### src/rtl/alu_multicycle_20.sv
// alu_multicycle_20: one-cycle add/sub, WIDTH-cycle shift-add multiply and restoring divide.
// Define ALU_REM_EN to add the remainder output.
module alu_multicycle_20 #(
    parameter int WIDTH = 16
) (
    input  logic             clk,
    input  logic             rst_n,
    input  logic             start,
    input  logic [2:0]       ALUControl,
    input  logic [WIDTH-1:0] a,
    input  logic [WIDTH-1:0] b,
    output logic [WIDTH-1:0] result,
    output logic             busy,
    output logic             done,
    output logic             flag_z,
    output logic             flag_n,
    output logic             flag_c,
    output logic             flag_v,
    output logic             div0
`ifdef ALU_REM_EN
    ,
    output logic [WIDTH-1:0] remainder
`endif
);
    localparam int CW = $clog2(WIDTH);
    localparam logic [2:0] OP_ADD = 3'b000;
    localparam logic [2:0] OP_SUB = 3'b001;
    localparam logic [2:0] OP_MUL = 3'b010;
    localparam logic [2:0] OP_DIV = 3'b011;

    typedef enum logic [1:0] {IDLE, RUN, DONE} state_t;

    state_t           state_q, state_d;
    logic [2:0]       op_q, op_d;
    logic [WIDTH-1:0] m_q, m_d, hi_q, hi_d, lo_q, lo_d;
    logic [CW-1:0]    cnt_q, cnt_d;
    logic [WIDTH-1:0] res_q, res_d;
    logic             z_q, z_d, n_q, n_d, c_q, c_d, v_q, v_d, d0_q, d0_d;
`ifdef ALU_REM_EN
    logic [WIDTH-1:0] rem_q, rem_d;
`endif

    logic             is_mul, div_ge, add_v, sub_v;
    logic [WIDTH:0]   add_s, sub_s, mul_s, div_sh;
    logic [WIDTH-1:0] div_df, it_hi, it_lo;

    assign is_mul = op_q == OP_MUL;
    assign add_s  = {1'b0, a} + {1'b0, b};
    assign sub_s  = {1'b0, a} - {1'b0, b};
    assign add_v  = (a[WIDTH-1] == b[WIDTH-1]) && (add_s[WIDTH-1] != a[WIDTH-1]);
    assign sub_v  = (a[WIDTH-1] != b[WIDTH-1]) && (sub_s[WIDTH-1] != a[WIDTH-1]);

    // Multiply: {hi,lo} holds the partial product with the multiplier shifting out of lo.
    assign mul_s  = {1'b0, hi_q} + (lo_q[0] ? {1'b0, m_q} : '0);
    // Divide: hi is the partial remainder, quotient bits shift into lo as dividend bits leave.
    assign div_sh = {hi_q, lo_q[WIDTH-1]};
    assign div_ge = div_sh >= {1'b0, m_q};
    assign div_df = div_sh[WIDTH-1:0] - m_q;
    assign it_hi  = is_mul ? mul_s[WIDTH:1] : (div_ge ? div_df : div_sh[WIDTH-1:0]);
    assign it_lo  = is_mul ? {mul_s[0], lo_q[WIDTH-1:1]} : {lo_q[WIDTH-2:0], div_ge};

    always_comb begin
        state_d = state_q;
        op_d    = op_q;
        m_d     = m_q;
        hi_d    = hi_q;
        lo_d    = lo_q;
        cnt_d   = cnt_q;
        res_d   = res_q;
        z_d     = z_q;
        n_d     = n_q;
        c_d     = c_q;
        v_d     = v_q;
        d0_d    = d0_q;
`ifdef ALU_REM_EN
        rem_d   = rem_q;
`endif
        case (state_q)
            IDLE: begin
                if (start) begin
                    op_d  = ALUControl;
                    m_d   = (ALUControl == OP_MUL) ? a : b;
                    lo_d  = (ALUControl == OP_MUL) ? b : a;
                    hi_d  = '0;
                    cnt_d = '0;
                    if (ALUControl == OP_MUL || (ALUControl == OP_DIV && b != '0)) begin
                        state_d = RUN;
                    end else begin
                        // Single-cycle ops, reserved codes and divide-by-zero finish straight away.
                        state_d = DONE;
                        res_d   = (ALUControl == OP_ADD) ? add_s[WIDTH-1:0] :
                                  (ALUControl == OP_SUB) ? sub_s[WIDTH-1:0] :
                                  (ALUControl == OP_DIV) ? '1 : '0;
                        c_d     = (ALUControl == OP_ADD) ? add_s[WIDTH] :
                                  (ALUControl == OP_SUB) ? sub_s[WIDTH] : 1'b0;
                        v_d     = (ALUControl == OP_ADD) ? add_v :
                                  (ALUControl == OP_SUB) ? sub_v : 1'b0;
                        d0_d    = ALUControl == OP_DIV;
                        z_d     = !ALUControl[2] && res_d == '0;
                        n_d     = res_d[WIDTH-1];
`ifdef ALU_REM_EN
                        rem_d   = (ALUControl == OP_DIV) ? a : '0;
`endif
                    end
                end
            end
            RUN: begin
                hi_d  = it_hi;
                lo_d  = it_lo;
                cnt_d = cnt_q + 1'b1;
                if (cnt_q == CW'(WIDTH - 1)) begin
                    state_d = DONE;
                    res_d   = it_lo;
                    z_d     = it_lo == '0;
                    n_d     = it_lo[WIDTH-1];
                    c_d     = 1'b0;
                    v_d     = is_mul && it_hi != '0;
                    d0_d    = 1'b0;
`ifdef ALU_REM_EN
                    rem_d   = is_mul ? '0 : it_hi;
`endif
                end
            end
            DONE:    state_d = IDLE;
            default: state_d = IDLE;
        endcase
    end

    always_ff @(posedge clk or negedge rst_n) begin
        if (!rst_n) begin
            state_q <= IDLE;
            op_q    <= '0;
            m_q     <= '0;
            hi_q    <= '0;
            lo_q    <= '0;
            cnt_q   <= '0;
            res_q   <= '0;
            z_q     <= 1'b0;
            n_q     <= 1'b0;
            c_q     <= 1'b0;
            v_q     <= 1'b0;
            d0_q    <= 1'b0;
`ifdef ALU_REM_EN
            rem_q   <= '0;
`endif
        end else begin
            state_q <= state_d;
            op_q    <= op_d;
            m_q     <= m_d;
            hi_q    <= hi_d;
            lo_q    <= lo_d;
            cnt_q   <= cnt_d;
            res_q   <= res_d;
            z_q     <= z_d;
            n_q     <= n_d;
            c_q     <= c_d;
            v_q     <= v_d;
            d0_q    <= d0_d;
`ifdef ALU_REM_EN
            rem_q   <= rem_d;
`endif
        end
    end

    assign result = res_q;
    assign busy   = state_q != IDLE;
    assign done   = state_q == DONE;
    assign flag_z = z_q;
    assign flag_n = n_q;
    assign flag_c = c_q;
    assign flag_v = v_q;
    assign div0   = d0_q;
`ifdef ALU_REM_EN
    assign remainder = rem_q;
`endif
endmodule
### config.mk
export PLATFORM = sky130hd
export DESIGN_NAME = alu_multicycle_20
export DESIGN_NICKNAME = d
export VERILOG_FILES = /design/src/rtl/alu_multicycle_20.sv
export SDC_FILE = /design/constraint.sdc
export NUM_CORES = 1
export LEC_CHECK = 0
export CORE_MARGIN = 3
export CORE_UTILIZATION = 65
export CTS_BUF_LIST = sky130_fd_sc_hd__clkbuf_4
export DETAILED_ROUTE_END_ITERATION = 8
export PLACE_DENSITY = 0.84
export SYNTH_ARGS = -nofsm -noshare
export SYNTH_HDL_FRONTEND = slang
export SYNTH_SLANG_ARGS = --single-unit
### constraint.sdc
create_clock -name clk -period 6.33 [get_ports clk]
set_clock_uncertainty 0.2 [all_clocks]
set_input_delay 1.266 -clock clk [delete_from_list [all_inputs] [get_ports clk]]
set_output_delay 1.266 -clock clk [all_outputs]
set_load 0.05 [all_outputs]
# --- After elaboration in Yosys (flattened, before gate mapping) ---
# Cells that the tools add are included.
# Widths: inputs -> output; s select.
totals:
  regBits: 78
  latch_bits: 0
  mem_bits_rw: 0
  mem_bits_ro: 0
  in_bits: 38
  word_cells: 97
  n_memories: 0
op_classes:
  n_addsub: 5
  mul: 0
  div_mod_pow: 0
  magnitude_cmp: 1
  eq_ne: 14
  shift: 0
  n_mux: 46
  bitwise_logic: 0
  reduce_logical: 19
op_table:
  columns: ["op", "count"]
  rows:
  - ["$mux 16", 14]
  - ["$pmux 16 s2", 3]
  - ["$add 16x16->17", 2]
  - ["$logic_not 16->1", 2]
  - ["$reduce_bool 16->1", 2]
  - ["$mux 1", 18]
  - ["$ge 17x16->1", 1]
  - ["$sub 16x16->17", 1]
  - ["$sub 16x16->16", 1]
  - ["$pmux 1 s2", 5]
  - ["$eq 3x2->1 const B", 3]
  - ["$pmux 4 s2", 1]
  - ["$mux 2", 3]
  - ["$ne 2x2->1 const B", 3]
  - ["$reduce_and 2->1", 3]
  - ["$logic_and 1x1->1", 5]
  - ["$add 4x1->4 const B", 1]
  - ["$eq 4x4->1 const B", 1]
  - ["$mux 4", 1]
  - ["$pmux 2 s2", 1]
  - ["$reduce_and 4->1", 1]
  - ["$reduce_bool 2->1", 2]
  - ["$eq 3x1->1 const B", 1]
  - ["$logic_not 3->1", 1]
  - ["other kinds (7)", 9]

# --- Depth between registers and ports, before layout ---
# Gate-level depths: netlist (run 1).
logic_depth:
  word_depth: 9
  mapped_depth: 15
  mapped_depth_nobuf: 14

# --- Worst setup path before layout (run 1) ---
# No wires, ideal clock.
synth_timing:
  path_kind: "input-to-reg"
  from: "input port a[0]"
  to: "register z_q, in the netlist flag_z"
  setup_ps: 66
  arrival_time_ps: 3861
  required_ps: 6064
  slack_ps: 2203
  cell_stages: 14
  cell_sequence: "inv_1 ha_1 inv_1 fa_1 a21o_1 a221oi_2 o31a_1 o21ai_1 a221o_1 nand3_1 nand3_1 or4_1 nand4bb_1 nand2_1"
synth_via:
  elab_chain_len: 8
synth_rtl:
  columns: ["item", "line", "source"]
  rows:
  - ["start: declaration", "10", "input logic [WIDTH-1:0] a,"]
  - ["$sub 16x16->17", "49", "assign sub_s = {1'b0, a} - {1'b0, b};"]
  - ["$mux 16", "92", "(ALUControl == OP_SUB) ? sub_s[WIDTH-1:0] :"]
  - ["$mux 16 (*)", "91", "res_d = (ALUControl == OP_ADD) ? add_s[WIDTH-1:0] :"]
  - ["$logic_not 16->1 (*)", "99", "z_d = !ALUControl[2] && res_d == '0;"]
  - ["$logic_and 1x1->1 (*)", "99", null]
  - ["$mux 1 (*)", "86", "if (ALUControl == OP_MUL || (ALUControl == OP_DIV && b != '0)) begin"]
  - ["$mux 1 (*)", "80", "if (start) begin"]
  - ["$pmux 1 s2 (*)", "78", "case (state_q)"]
  - ["end signal: assignment", "154", "z_q <= z_d;"]
  - ["end: declaration", "38", "logic z_q, z_d, n_q, n_d, c_q, c_d, v_q, v_d, d0_q, d0_d;"]
# Every way passes the cells marked *; elsewhere a longest branch is shown, timed or not. The select of a mux whose other input is x is not followed.
# A chain may end at the register's enable or synchronous reset.

# --- Final worst setup path (run 1) ---
layout_timing:
  from: "input port b[0]"
  to: "register z_q, in the netlist flag_z"
layout_via:
  elab_chain_len: 8
layout_rtl:
  columns: ["item", "line", "source"]
  rows:
  - ["start: declaration", "11", "input logic [WIDTH-1:0] b,"]
  - ["$sub 16x16->17", "49", null]
  - ["$mux 16", "92", null]
  - ["$mux 16", "91", null]
  - ["$logic_not 16->1", "99", null]
  - ["$logic_and 1x1->1", "99", null]
  - ["$mux 1", "86", null]
  - ["$mux 1", "80", null]
  - ["$pmux 1 s2", "78", null]
# Several ways; a longest one is shown, not always the timed one. The select of a mux whose other input is x is not followed.

==> reports/summary.txt, run 1 <==
======================================================================================
Outcome ................................................................. finished, final reports clean
Global-route wire length before repair ..................................     37800 um
Starting density of the core ............................................        68.4%
Register bit count reported by yosys ....................................           77
Row count ...............................................................           38
Internal cell power .....................................................    0.00161 W
Share of power burned in registers ......................................        26.2%
Max-cap violations ......................................................            0
CTS Buf Count ...........................................................            9
# port buffers ..........................................................           60
Ys flop type ............................................................      dfrtp_1
Number of top-level pins ................................................           61
Antenna viol nets, final ................................................            0
Worst Max-Slew Pin Slew .................................................      1.11 ns
Final hold violation count ..............................................            0
Fill cell total of the finished layout ..................................          882
Detail-routed net length per standard cell ..............................      20.4 um
Die height ..............................................................       114 um
Sum of negative setup slack .............................................         0 ns
Resized Gates After CTS .................................................            0
Setup-failing EPs final .................................................            0
Skew-Pair Late Insertion Delay ..........................................      0.47 ns
Maximum root-to-sink buffer count .......................................            2
Final-stage net count ...................................................         1125
Cell area reported after detailed placement .............................  0.00828 mm2
Path type of the worst min-delay path ................................... flip-flop to flip-flop
Finished layout cell area ...............................................  0.00843 mm2
Leftover overflow at the end of global routing ..........................            0
Fraction of power consumed by the clock network .........................         9.7%
Most used cells in the layout excluding fill and tap cells .............. nand2_1 (127), a21oi_1 (98), dfrtp_1 (77)
Initial antenna violation count .........................................            1
Tot GR Track Use ........................................................        36.8%
Layout overhead on the synthesized area .................................        10.3%
Register area share after synthesis .....................................        25.2%
Synth Net Count .........................................................         1098
Share of the clock period used by the worst path ........................        71.4%
DRC violation total after the first TritonRoute iteration ...............          858
Post-CTS Setup Inserts ..................................................            0
Number of global-route vias before repair ...............................         7084
Sequential standard cell area ...........................................  0.00193 mm2
Part of the power in combinational logic ................................        64.1%
Yosys warnings ..........................................................            0
Fmax ....................................................................    0.221 GHz
Net switching power .....................................................    0.00180 W
Cell area after technology mapping ......................................  0.00764 mm2
CTS H-tree depth ........................................................            3
Per-instance average area after synthesis ...............................     7.71 um2
Most frequent standard cell in the layout excluding fill and tap cells ..      nand2_1
Worst slew margin .......................................................        26.0%
PnR Total Power .........................................................    0.00341 W
Type of the setup path with the least slack ............................. input port to flip-flop
Startpoint types ........................................................   input port
Maximum number of pins on one net before global-route repair ............           78
Peak ir drop on the vdd network .........................................     0.430 mV
Root buffer cell ........................................................     clkbuf_4
Slack of the critical path ..............................................      1.81 ns
Cell Pwr Density ........................................................   405 mW/mm2
Avg Vias per Cell .......................................................         6.74
EDFF count, synth .......................................................            0
Sort of element at the end of the critical path .........................    flip-flop
Total Routed Length .....................................................     23800 um
Setup repair after global routing missed its margin .....................           no
Initial DRT Pass Iterations .............................................            7
Placement Setup Slack ...................................................      1.33 ns
CTS tree ................................................................        built
Share of post-route cells with drive strength above 1 ...................        5.18%
Number of remaining DRC errors ..........................................            0
Core region area ........................................................   0.0112 mm2
Max-slew violation total from the final report ..........................            0
Number of distinct standard cells referenced by the synthesized netlist .           84
Count of vias placed by the detailed router .............................         7843
Multi-input gate area ...................................................  0.00528 mm2
Required time of the critical path ......................................      6.56 ns
Die X-Extent ............................................................       114 um
Die Outline Area ........................................................   0.0131 mm2
CTS clk-pin slew, worst paths ...........................................      0.15 ns
Signal arrival time at the worst endpoint ...............................      4.75 ns
Weighted congestion at the end of routability-driven global placement ...         1.01
P_leak ..................................................................      3.69 nW
Sw Ratio ................................................................        52.7%
Count of clock tree sinks ...............................................           77
Detailed placement HPWL .................................................     18100 um
Cells after Synth .......................................................          991
Time the final worst path needs with I/O delays and setup ...............      4.52 ns
Highest fanout seen on the critical path ................................            5
FFs w/ async S/R, synth .................................................         100%
Number of buffers inserted for hold repair after clock tree synthesis ...            0
======================================================================================
-- stage by stage --
stage | util (%) | std cells | hold WS, ns
2_1_floorplan | - | 991 | 0.251
3_3_place_gp | 74.1 | 1147 | 0.263
3_5_place_dp | 74.1 | 1147 | 0.270
4_1_cts | 75.4 | 1163 | 0.301
5_1_grt | 75.5 | 1164 | 0.327
6_report | 75.5 | 1164 | 0.294
-- cells in the mapped netlist (12+ instances only) --
cell type    n  area share [%]
a21o_1      14             1.4
a21oi_1     98             6.4
and2_1      19             1.6
clkbuf_1    46             2.3
dfrtp_1     77              25
ha_1        65              11
inv_1       60             2.9
mux2i_1     32             4.2
nand2_1    128             6.3
nand3_1     33             2.2
nand4_1     13             1.1
nor2_1      58             2.8
nor3_1      17             1.1
nor4_1      13             1.1
o21a_1      12             1.2
o21ai_0     67             4.4
o21ai_1     28             1.8
o31ai_1     12             1.2
-- state kept, by name (all words and copies together), names as in the netlist --
signal / count
lo_q: 16
m_q: 16
flag_c: 1
hi_q: 16
state_q: 2
result: 16
cnt_q: 4
op_q: 3
div0: 1
flag_v: 1
flag_z: 1
-- per-layer routing --
layer | share of wire, % | track usage (%) | vias up
met5 | 0 | 0 | -
met4 | 2.0 | 10.4 | 0
met3 | 12 | 8.51 | 50
met2 | 42 | 52.5 | 472
met1 | 44 | 55.3 | 3646
li1 | - | - | 3675
-- cell type report --
class	instances	area share, %
inverters	63	2.80
repair buffers	68	7.81
well taps	140	2.08
flip-flops and latches	77	22.9
multi-input cells	799	62.7
clock inverters	7	0.965
diodes	1	0.0297
clock buffers	9	0.801
-- logic make-up (layout without fill, tap and decap cells) --
logic type	after synthesis	in the layout	synth area share (%)
XOR/XNOR	22	22	2.62
AND/OR/NAND/NOR	337	337	21.3
adder cells (fa/ha/maj)	69	69	11.7
buffers and inverters	115	147	5.81
flip-flops	77	77	25.2
AO/OA/AOI/OAI	333	333	28.3
other	0	1	0
multiplexers	38	38	5.08
-- worst max-delay path, cell delays in order --
cell,delay [ns]
clkdlybuf4s50_1,0.56
ha_1,0.20
inv_1,0.05
fa_1,0.43
a21o_1,0.23
a221oi_2,0.37
o31a_1,0.26
o21ai_1,0.08
a221o_1,0.35
nand3_1,0.12
nand3_1,0.08
or4_1,0.46
nand4bb_1,0.19
nand2_1,0.09
-- worst paths after layout --
kind                       startpoint         to  slack, ns  cells after the start
max                              b[0]     flag_z       1.81                     14
max reg2reg                   lo_q[0]     flag_v       1.81                     12
min in group asynchronous       rst_n    hi_q[8]       0.74                      1
min                         result[2]  result[2]       0.29                      2
max in group asynchronous       rst_n    hi_q[5]       4.55                      1
min reg2reg                 result[2]  result[2]       0.29                      2
-- power groups by stage --
stage	logic, W	clock network (W)	registers [W]
after floorplan	0.00144	0	0.000992
after global placement	0.00210	0	0.000891
after detailed placement	0.00214	0	0.000894
after CTS	0.00215	0.000332	0.000884
after global routing	0.00239	0.000351	0.000915
final	0.00219	0.000331	0.000894
Power figures use the tool's default switching activity.
==> run 2, diff against run 1 <==
Settings changed: CORE_UTILIZATION 65 to 56, PLACE_DENSITY 0.84 to 0.76.
Clock period 6.33 ns to 4.1 ns, I/O delays scaled along.
==> reports/summary.txt, run 2 (synthesis results as in run 1) <==
=====================================================================================
Net switching power ....................................................    0.00283 W
Maximum root-to-sink buffer count ......................................            2
Final-stage net count ..................................................         1226
Row count ..............................................................           42
Placement Setup Slack ..................................................    -0.218 ns
# port buffers .........................................................           60
Root buffer cell .......................................................     clkbuf_4
Most frequent standard cell in the layout excluding fill and tap cells .      nand2_1
CTS Buf Count ..........................................................            9
Amount of wire on met2 after detailed routing ..........................     10700 um
Critical-path cell with the highest stage delay ........................        or4_1
Buf+Inv Stages, Crit Path ..............................................            2
Sum of negative setup slack ............................................         0 ns
Die height .............................................................       123 um
Finished layout cell area ..............................................  0.00928 mm2
Slack of the critical path .............................................     0.196 ns
Wire length on met3 ....................................................      2510 um
Max-cap violations .....................................................            0
Largest stage delay on the critical path ...............................      0.61 ns
Setup repair after global routing missed its margin ....................           no
Core region area .......................................................   0.0133 mm2
Setup-failing EPs final ................................................            0
PnR Total Power ........................................................    0.00560 W
CTS clk-pin slew, worst paths ..........................................      0.15 ns
Fill cell total of the finished layout .................................         1159
DRC violation total after the first TritonRoute iteration ..............          777
Sw Ratio ...............................................................        50.6%
Sort of element at the end of the critical path ........................    flip-flop
Share of power burned in registers .....................................        24.3%
CTS tree ...............................................................        built
Initial antenna violation count ........................................            1
CTS H-tree depth .......................................................            3
Sequence of cells on the critical path ................................. buf_4, and2_1, ha_1, a21o_1, nand4_1, a2111oi_1, buf_4, or4b_1, o311a_2, xnor2_2, o211ai_1, or4_1, nor4b_4, o41ai_1
Most used cells in the layout excluding fill and tap cells ............. nand2_1 (127), buf_4 (110), a21oi_1 (97)
Highest routed metal layer .............................................         met4
Leftover overflow at the end of global routing .........................            0
Worst slew margin ......................................................        33.0%
Fraction of power consumed by the clock network ........................        10.2%
Required time of the critical path .....................................      4.25 ns
Count of vias placed by the detailed router ............................         8228
Peak ir drop on the vdd network ........................................     0.276 mV
Number of top-level pins ...............................................           61
Share of the clock period used by the worst path .......................        95.2%
Die Outline Area .......................................................   0.0151 mm2
Signal arrival time at the worst endpoint ..............................      4.05 ns
Resized Gates After CTS ................................................            0
Cell Pwr Density .......................................................   604 mW/mm2
Highest fanout seen on the critical path ...............................            7
Cell type with the highest occurrence count on the critical path .......        buf_4
Maximum number of pins on one net before global-route repair ...........           78
Kind of cell with the highest combined delay on the critical path ...... simple AND/OR/NAND/NOR gates
Number of global-route vias before repair ..............................         7699
Worst Max-Slew Pin Slew ................................................      1.00 ns
Type of the setup path with the least slack ............................ flip-flop to flip-flop
Number of remaining DRC errors .........................................            1
Weighted congestion at the end of routability-driven global placement ..        0.958
Startpoint types .......................................................    flip-flop
Total Routed Length ....................................................     24600 um
Routed length on met1 ..................................................     10400 um
Share of post-route cells with drive strength above 1 ..................        14.0%
Layout overhead on the synthesized area ................................        21.4%
P_leak .................................................................      4.21 nW
Time the final worst path needs with I/O delays and setup ..............      3.90 ns
Final hold violation count .............................................            0
Max-slew violation total from the final report .........................            0
Post-CTS Setup Inserts .................................................            0
Skew-Pair Late Insertion Delay .........................................      0.47 ns
Path type of the worst min-delay path .................................. input port to async pin
Detailed placement HPWL ................................................     19200 um
Final Hold Slack .......................................................     0.283 ns
Detail-routed net length per standard cell .............................      18.9 um
Outcome ................................................................ finished with violations
Count of clock tree sinks ..............................................           77
Number of buffers inserted for hold repair after clock tree synthesis ..            0
Cell area reported after detailed placement ............................  0.00908 mm2
Global-route wire length before repair .................................     39800 um
Part of the power in combinational logic ...............................        65.6%
Die X-Extent ...........................................................       123 um
Avg Vias per Cell ......................................................         6.32
Violated checks ........................................................ design-rule violations
Starting density of the core ...........................................        57.5%
Tot GR Track Use .......................................................        33.5%
Internal cell power ....................................................    0.00277 W
Antenna viol nets, final ...............................................            0
Initial DRT Pass Iterations ............................................            9
Fmax ...................................................................    0.256 GHz
=====================================================================================
run 2: cell type report:
cell class / count / area, um2 / area share, %
repair buffers: 169 / 1420 / 15.3
clock buffers: 9 / 67.6 / 0.728
flip-flops and latches: 77 / 1930 / 20.8
clock inverters: 7 / 103 / 1.11
well taps: 176 / 220 / 2.37
inverters: 63 / 236 / 2.55
multi-input cells: 799 / 5310 / 57.2
diodes: 1 / 2.50 / 0.0270
run 2: per-layer routing:
layer / track usage, % / vias to the layer above
li1: - / 3890
met3: 5.99 / 91
met5: 0 / -
met4: 12.9 / 0
met2: 51.2 / 439
met1: 47.0 / 3808
run 2: worst paths after layout:
check                      startpoint         to  slack (ns)  cells after the start
hold / removal                  rst_n  result[0]        0.28                      1
max in group asynchronous       rst_n    lo_q[0]        2.68                      1
setup reg to reg              lo_q[0]     flag_v        0.20                     14
min in group clk            result[0]  result[0]        0.29                      2
setup / recovery              lo_q[0]     flag_v        0.20                     14
hold reg to reg             result[0]  result[0]        0.29                      2
run 2: per-stage QoR:
step	instances	utilization (%)
CTS	1300	69.6
global placement	1284	68.3
finish	1301	69.8
floorplan	991	-
global route	1301	69.8
detailed placement	1284	68.3
run 2: power by group through the flow:
stage	clock network, W	logic, W	registers (W)
finish	0.000570	0.00367	0.00136
global route	0.000609	0.00402	0.00140
CTS	0.000573	0.00359	0.00135
detailed placement	0	0.00357	0.00136
global placement	0	0.00351	0.00136
floorplan	0	0.00222	0.00153
run 2: worst reg2reg max path, cell delays in order (launching register included):
cell and delay [ns]:
dfrtp_2 0.48, buf_4 0.18, and2_1 0.13, ha_1 0.21, a21o_1 0.20, nand4_1 0.17, a2111oi_1 0.13, buf_4 0.16
or4b_1 0.49, o311a_2 0.14, xnor2_2 0.19, o211ai_1 0.11, or4_1 0.61, nor4b_4 0.30, o41ai_1 0.11
